File: src/rtl/output_port_arbiter.sv
// Wormhole output-port arbiter: round-robin grant among NPORT inputs, held until
// the winner's tail flit crosses, with every transfer gated by downstream credits.
module output_port_arbiter #(
  parameter int NPORT    = 5,
  parameter int CREDITS  = 4,
  parameter int CREDIT_W = 3
) (
  input  logic                clk,
  input  logic                rst,
  input  logic [NPORT-1:0]    req,
  input  logic [NPORT-1:0]    flit_tail,
  input  logic                credit_in,
  output logic [NPORT-1:0]    grant,
  output logic [NPORT-1:0]    pop,
  output logic                fire,
  output logic [CREDIT_W-1:0] credit_cnt,
  output logic                busy
);

  localparam int PTR_W = (NPORT > 1) ? $clog2(NPORT) : 1;
  localparam logic [CREDIT_W-1:0] CRED_MAX = CREDIT_W'(CREDITS);

  typedef enum logic {IDLE, LOCKED} state_t;

  state_t                state_q, state_d;
  logic [NPORT-1:0]      grant_q, grant_d;
  logic [PTR_W-1:0]      ptr_q, ptr_d;
  logic [CREDIT_W-1:0]   credit_q, credit_d;
  logic [NPORT-1:0]      win_oh;
  logic [PTR_W-1:0]      g_idx, g_next;
  logic                  req_g, tail_g;

  // First requester at or after p, wrapping modulo NPORT.
  function automatic logic [NPORT-1:0] rr_pick(input logic [NPORT-1:0] r,
                                               input logic [PTR_W-1:0] p);
    logic [NPORT-1:0] oh;
    logic             hit;
    int               idx;
    oh  = '0;
    hit = 1'b0;
    for (int k = 0; k < NPORT; k++) begin
      idx = int'(p) + k;
      if (idx >= NPORT) idx = idx - NPORT;
      if (!hit && r[idx]) begin
        oh[idx] = 1'b1;
        hit     = 1'b1;
      end
    end
    return oh;
  endfunction

  always_comb begin
    win_oh = rr_pick(req, ptr_q);
    g_idx  = '0;
    for (int i = 0; i < NPORT; i++)
      if (grant_q[i]) g_idx = PTR_W'(i);
    g_next = (g_idx == PTR_W'(NPORT-1)) ? '0 : g_idx + 1'b1;
    req_g  = |(req & grant_q);
    tail_g = |(flit_tail & grant_q);
  end

  // Registered count only: a credit arriving at zero enables fire next cycle.
  assign fire       = (state_q == LOCKED) && req_g && (credit_q != '0);
  assign pop        = fire ? grant_q : '0;
  assign grant      = grant_q;
  assign credit_cnt = credit_q;
  assign busy       = (state_q == LOCKED);

  always_comb begin
    state_d = state_q;
    grant_d = grant_q;
    ptr_d   = ptr_q;
    case (state_q)
      IDLE: if (|req) begin
        grant_d = win_oh;
        state_d = LOCKED;
      end
      LOCKED: if (fire && tail_g) begin
        grant_d = '0;
        ptr_d   = g_next;
        state_d = IDLE;
      end
      default: state_d = IDLE;
    endcase
  end

  always_comb begin
    credit_d = credit_q;
    if (fire && !credit_in)                          credit_d = credit_q - 1'b1;
    else if (!fire && credit_in && credit_q != CRED_MAX) credit_d = credit_q + 1'b1;
  end

  always_ff @(posedge clk or negedge rst) begin
    if (!rst) begin
      state_q  <= IDLE;
      grant_q  <= '0;
      ptr_q    <= '0;
      credit_q <= CRED_MAX;
    end else begin
      state_q  <= state_d;
      grant_q  <= grant_d;
      ptr_q    <= ptr_d;
      credit_q <= credit_d;
    end
  end

  always_ff @(posedge clk)
    if (rst) assert ($onehot0(grant_q));

endmodule

File: config.mk
export PLATFORM = sky130hd
export DESIGN_NAME = output_port_arbiter
export DESIGN_NICKNAME = d
export VERILOG_FILES = /design/src/rtl/output_port_arbiter.sv
export SDC_FILE = /design/constraint.sdc
export NUM_CORES = 1
export LEC_CHECK = 0
export ABC_AREA = 0
export ABC_CLOCK_PERIOD_IN_PS = 3100
export CAP_MARGIN = 5
export CORE_AREA = 2 2 90 92
export CTS_BUF_LIST = sky130_fd_sc_hd__clkbuf_16
export CTS_CLUSTER_DIAMETER = 50
export CTS_CLUSTER_SIZE = 12
export DETAILED_ROUTE_END_ITERATION = 7
export DIE_AREA = 0 0 92 94
export PLACE_DENSITY = 0.48
export SLEW_MARGIN = 20
export SYNTH_ARGS = -nofsm -noshare
export SYNTH_HDL_FRONTEND = slang
export SYNTH_SLANG_ARGS = --single-unit
File: constraint.sdc
create_clock -name clk -period 3.1 [get_ports clk]
set_input_delay 0.93 -clock clk [delete_from_list [all_inputs] [get_ports clk]]
set_output_delay 0.93 -clock clk [all_outputs]
set_load 0.005 [all_outputs]
==> run summary, run 1 <==
status = finished, final reports clean
gr ovfl total = 0
drc violations = 0
WP data required = 2.17 ns
P_leak = 1.123 nW
DR iter-0 viols = 202
met2 usage = 0.2684
grt peak-use layer = met2
area fraction of the dominant cell type after synthesis = 0.1375
initial core utilization = 0.2632
setup violators final = 0
largest net degree at the start of global routing = 33
RSZ-0062 raised after global routing = no
Synth Instances = 287
Synth-to-Final Area Change = 33.69%
PortBufs = 27
Pwr per Cell Area = 1236 nW/um^2
top cells by area, synth = dfrtp_1 14%, a21oi_1 8.0%, ha_1 7.5%
initial antenna violation count = 0
min-delay worst type = reg -> reg
Total Power = 3.307 mW
core footprint = 7607 sq um
die area = 8648 sq um
# diodes = 0
share of cells above drive strength 1 = 0.1696
area of the multi-input gates = 1574 sq um
WL final = 7.107 mm
height of the chip = 94 um
FILL cells = 838
Sw Ratio = 0.5083
kind of critical path = in -> out
Routed Antenna Nets = 0
CP Capture Type = output port
final clock skew = 0.01036 ns
Crit Path Max Fanout = 7
final hold vios = 0
final-stage net count = 364
number of global-route vias before repair = 2,220
post-detail-place hpwl = 5.529 mm
vias per inst = 5.299
Int Power = 1.626 mW
max_slew headroom = 0.5991
Flop pwr share = 0.111
CP cell instances = buf_2 -> a222oi_1 -> buf_4 -> a21oi_2 -> buf_6 -> and2_1 -> buf_2
CTS tree = done
final RePlAce weighted congestion = 0.9069
placed cells = 433
Avg Synthesized Cell Area = 6.975 sq um
cell mode on critical path = buf_2
clock root cell = clkbuf_16
H-tree levels = 1
distinct cell type count after synthesis = 57
Gate power share = 0.816
Post-synth ARST share = 1.000
Net Sw Power = 1.681 mW
Data arrival, critical path = 2.06 ns
Clk Latency, worst-skew pair = 0.24 ns
final non-filler cell area = 2676 sq um
Num CTS Buffers = 3
DR WL/cell = 16.23 um
most frequent cell after synthesis = a21oi_1
Critical path buffers and inverters = 4
Post-CTS Hold Buffers = 0
met1 Use GR = 0.2505
Sequential Area = 302.8 sq um
Post-synth top flop = dfrtp_1
non-filler instance count after layout = 438
Startpoint Class = primary input
Sink Count = 12
peak per-stage delay on the critical path = 0.34 ns
Die W = 92 um
Worst-path clk slew = 0.05 ns
Slew @ Worst Pin = 0.5994 ns
number of synthesized register bits = 12
first-pass GRT wire length = 11.67 mm
routing usage on met3 = 0.01766
Total Routing Usage GR = 0.1711
Vias = 2,321
Clock Power Share = 0.074
Crit path max-delay family = buffers and inverters
Cell Area, Placed = 2586 sq um
Fmax = 334.1 MHz
Peak supply drop = 0.4192 mV
max cap viols = 0
Mapped Area = 2002 sq um
First-pass DRT Iterations = 5
area leader, netlist = dfrtp_1
Rows = 32
yosys warns = 0
post-route minimum period = 2.993 ns
I/O pins = 28
maximum clock path buffer count = 2
Max Transition Viols Final = 0
Crit-path slowest cell = a222oi_1
Post-synth top cells = 32 x a21oi_1, 23 x nand2_1, 22 x nor2_1
Final period util = 0.9655
post-synthesis sequential area ratio = 0.1506
syn nets = 314
Post-synth EDFFs = 0
==> flip-flops by register name, indices dropped and copies added, names as in the netlist <==
register	cells
busy	1
ptr_q	3
grant	5
credit_cnt	3
==> kinds of logic (layout without fill, tap and decap cells) <==
kind of cell / count (synthesis) / after routing / share of synthesized area
AO/OA/AOI/OAI: 107 / 107 / 0.3413
XOR/XNOR: 4 / 4 / 0.01750
adder cells (fa/ha/maj): 14 / 14 / 0.09500
buffers and inverters: 34 / 83 / 0.07187
flip-flops: 12 / 12 / 0.1506
multiplexers: 6 / 6 / 0.03000
AND/OR/NAND/NOR: 110 / 110 / 0.2938
==> through the flow <==
stage	TNS, ns	hold WS [ns]	setup slack (ns)	util
detailed placement	-3.408	0.5401	-0.4988	0.3400
CTS	0	0.5473	0.03106	0.3505
global route	0	0.5759	0.002050	0.3518
global placement	-3.432	0.5400	-0.4949	0.3400
finish	0	0.5452	0.1071	0.3518
floorplan	0	0.5164	0.04231	-
==> worst reg2reg max path, delay by kind of cell (launching register included) <==
family          cells  cell delay, ns
simple gates        2            0.35
flops               1            0.44
buf+inv             2            0.40
compound gates      6            1.27
fa+ha+maj           1            0.36
==> final cells by class <==
cell class	count	share of cell area
multi-input combinational	241	0.5881
timing repair buffer	65	0.2020
clock inverter	1	0.001403
sequential	12	0.1131
clock buffer	3	0.02805
tap	102	0.04769
inverter	14	0.01964
==> what timing repair did <==
action                     4_1_cts  5_1_grt
setup endpoints to repair        6       10
buffers inserted                 1        1
gates resized for setup         28        3
pin swaps                        1        2
==> cells in the final DEF (no fill, tap or decap), types with 3 or more instances in the layout <==
cell type / n
a21o_1: 6
a21oi_1: 31
a222oi_1: 3
a22oi_1: 4
a31oi_1: 7
a32oi_1: 3
and2_1: 6
and3_1: 3
buf_2: 3
buf_4: 37
clkbuf_16: 3
clkdlybuf4s15_1: 5
clkdlybuf4s50_1: 16
dfrtp_1: 10
dlygate4sd2_1: 3
ha_1: 11
inv_1: 12
mux2i_1: 6
nand2_1: 23
nand2b_1: 12
nand3_1: 9
nand3b_1: 3
nand4_1: 4
nor2_1: 22
nor3_1: 10
o211ai_1: 5
o21a_1: 3
o21ai_0: 21
o31ai_1: 6
or3_1: 4
xnor2_1: 4
==> power groups by stage <==
stage	Sequential (mW)	Clock, mW	Combinational [mW]
2_1_floorplan	0.330	0	1.70
4_1_cts	0.361	0.247	2.65
5_1_grt	0.375	0.259	3.00
3_3_place_gp	0.366	0	2.65
3_5_place_dp	0.362	0	2.64
6_report	0.365	0.243	2.70
==> metal layers <==
layer / wire length, um / vias up
li1: - / 1164
met1: 3462 / 1063
met4: 125 / 0
met2: 3110 / 84
met3: 409 / 10
met5: 0 / -
==> worst paths after layout <==
check	from	to	slack [ns]	cells after the start
max in group asynchronous	rst	ptr_q[2]	1.61	1
min in group asynchronous	rst	credit_cnt[1]	1.07	1
worst min register to register	credit_cnt[2]	credit_cnt[2]	0.55	2
worst max register to register	ptr_q[0]	grant[1]	0.19	11
worst min-delay path	credit_cnt[2]	credit_cnt[2]	0.55	2
worst max-delay path	req[0]	pop[0]	0.11	7
No activity file was read; power rests on OpenSTA's default activity.
==> run 2, diff against run 1 <==
--- a/config.mk
+++ b/config.mk
@@ -14,7 +14,6 @@
 export CTS_CLUSTER_SIZE = 12
 export DETAILED_ROUTE_END_ITERATION = 7
 export DIE_AREA = 0 0 92 94
-export PLACE_DENSITY = 0.48
 export SLEW_MARGIN = 20
 export SYNTH_ARGS = -nofsm -noshare
 export SYNTH_HDL_FRONTEND = slang
==> run summary, run 2 (same netlist as run 1, synthesis figures left out) <==
Int Power = 1.669 mW
max cap viols = 0
vias per inst = 5.350
I/O pins = 28
DR iter-0 viols = 234
largest net degree at the start of global routing = 28
H-tree levels = 1
maximum clock path buffer count = 2
Routed Antenna Nets = 0
Gate power share = 0.818
DR WL/cell = 15.26 um
area of the multi-input gates = 1565 sq um
Pwr per Cell Area = 1234 nW/um^2
Vias = 2,370
PortBufs = 27
Post-CTS Hold Buffers = 0
Fmax = 334.0 MHz
Final period util = 0.9659
placed cells = 437
# diodes = 0
final hold vios = 0
initial core utilization = 0.2632
clock root cell = clkbuf_16
peak per-stage delay on the critical path = 0.27 ns
Crit Path Max Fanout = 6
Sink Count = 12
Critical path buffers and inverters = 4
First-pass DRT Iterations = 5
reg2reg path depth = 11
core footprint = 7607 sq um
Die W = 92 um
Num CTS Buffers = 3
gr ovfl total = 0
Data arrival, critical path = 2.06 ns
post-route minimum period = 2.994 ns
Crit-path slowest cell = a222oi_1
Net Sw Power = 1.678 mW
RR Endpoint = grant[1]
kind of critical path = in -> out
final RePlAce weighted congestion = 0.8764
Crit path max-delay family = buffers and inverters
CP Capture Type = output port
Clk Latency, worst-skew pair = 0.24 ns
Flop pwr share = 0.111
Slew @ Worst Pin = 0.5453 ns
RSZ-0062 raised after global routing = no
WL final = 6.758 mm
FILL cells = 822
commonest non-fill, non-tap cells in the layout = 41 x buf_4, 32 x a21oi_1, 23 x nand2_1
first-pass GRT wire length = 11.22 mm
initial antenna violation count = 0
Total Routing Usage GR = 0.1595
height of the chip = 94 um
P_leak = 1.153 nW
non-filler instance count after layout = 443
die area = 8648 sq um
number of global-route vias before repair = 2,306
Hold Path Sink = credit_cnt[2]
max FFs per register = 5
drc violations = 0
final-stage net count = 369
Max Transition Viols Final = 0
WP data required = 2.17 ns
FF-to-FF setup slack = 0.18 ns
Worst-path clk slew = 0.04 ns
Sequential Area = 302.8 sq um
CP cell instances = clkdlybuf4s15_1 -> a222oi_1 -> a21oi_1 -> buf_4 -> buf_6 -> and2_1 -> buf_2
Clock Power Share = 0.071
max_slew headroom = 0.6326
hold path startpoint = credit_cnt[2]
setup violators final = 0
CTS tree = done
status = finished, final reports clean
R2R Path Start = ptr_q[1]
final clock skew = 0.001274 ns
commonest non-fill, non-tap cell in the layout = buf_4
min-delay worst type = reg -> reg
Min Hold Slack = 0.5481 ns
Sw Ratio = 0.5014
Peak supply drop = 0.3059 mV
Startpoint Class = primary input
Rows = 32
post-detail-place hpwl = 5.403 mm
hold depth = 2
Synth-to-Final Area Change = 35.50%
share of cells above drive strength 1 = 0.1789
run 2: cell count changes in the layout (fill, tap and decap cells not counted), sizes merged:
cell           delta
buf               +4
clkbuf            +2
clkdlybuf4s15     -1
clkinv            -1
inv               +1
run 2: routing by layer:
layer | up-vias | track usage | wire, um
li1 | 1168 | - | -
met1 | 1114 | 0.2221 | 3239
met2 | 82 | 0.2708 | 3128
met3 | 6 | 0.01525 | 324
met4 | 0 | 0.02861 | 65
met5 | - | 0 | 0
run 2: worst max-delay path by stage:
stage | startpoint | to | slack [ns] | cells past startpoint
after floorplan | ptr_q[2] | grant[3] | 0.04 | 13
after detailed placement | req[1] | pop[2] | -0.45 | 6
after CTS | req[4] | pop[2] | -0.04 | 7
final | req[4] | pop[2] | 0.11 | 7
after global placement | req[1] | pop[4] | -0.42 | 6
after global routing | req[4] | pop[2] | 0.0003 | 7
run 2: stage by stage:
stage / cell area [sq um] / util / TNS (ns) / worst slack [ns] / power [mW]
after CTS: 2715 / 0.3569 / -0.04193 / -0.04193 / 3.302
after detailed placement: 2629 / 0.3456 / -2.666 / -0.4544 / 3.042
after floorplan: 2003 / - / 0 / 0.04231 / 2.033
after global routing: 2713 / 0.3566 / 0 / 0.0002776 / 3.646
after global placement: 2629 / 0.3456 / -2.414 / -0.4165 / 3.017
final: 2713 / 0.3566 / 0 / 0.1057 / 3.347
run 2: what timing repair did:
action	CTS	global route
gates cloned	0	0
buffers inserted	2	0
pin swaps	3	2
resized for setup	20	11
endpoints found under the setup margin	6	8
run 2: final cells by class:
| class | count | share of cell area |
|---|---|---|
| Sequential cell | 12 | 0.1116 |
| Inverter | 14 | 0.01937 |
| Clock inverter | 1 | 0.001384 |
| Timing Repair Buffer | 70 | 0.2159 |
| Clock buffer | 3 | 0.02768 |
| Multi-Input combinational cell | 241 | 0.5770 |
| Tap cell | 102 | 0.04705 |
run 2: power by group through the flow:
| stage | Combinational [mW] | Clock, mW | Sequential [mW] |
|---|---|---|---|
| 2_1_floorplan | 1.70 | 0 | 0.330 |
| 4_1_cts | 2.69 | 0.239 | 0.371 |
| 3_3_place_gp | 2.64 | 0 | 0.375 |
| 6_report | 2.74 | 0.237 | 0.373 |
| 3_5_place_dp | 2.67 | 0 | 0.373 |
| 5_1_grt | 3.01 | 0.249 | 0.383 |
run 2: tightest hold or removal path, delay by kind of cell (launching register included):
kind	cells	cell delay (ns)
AOI/OAI and AO/OA	1	0.05
DFF	1	0.39
and+or+nand+nor	1	0.11
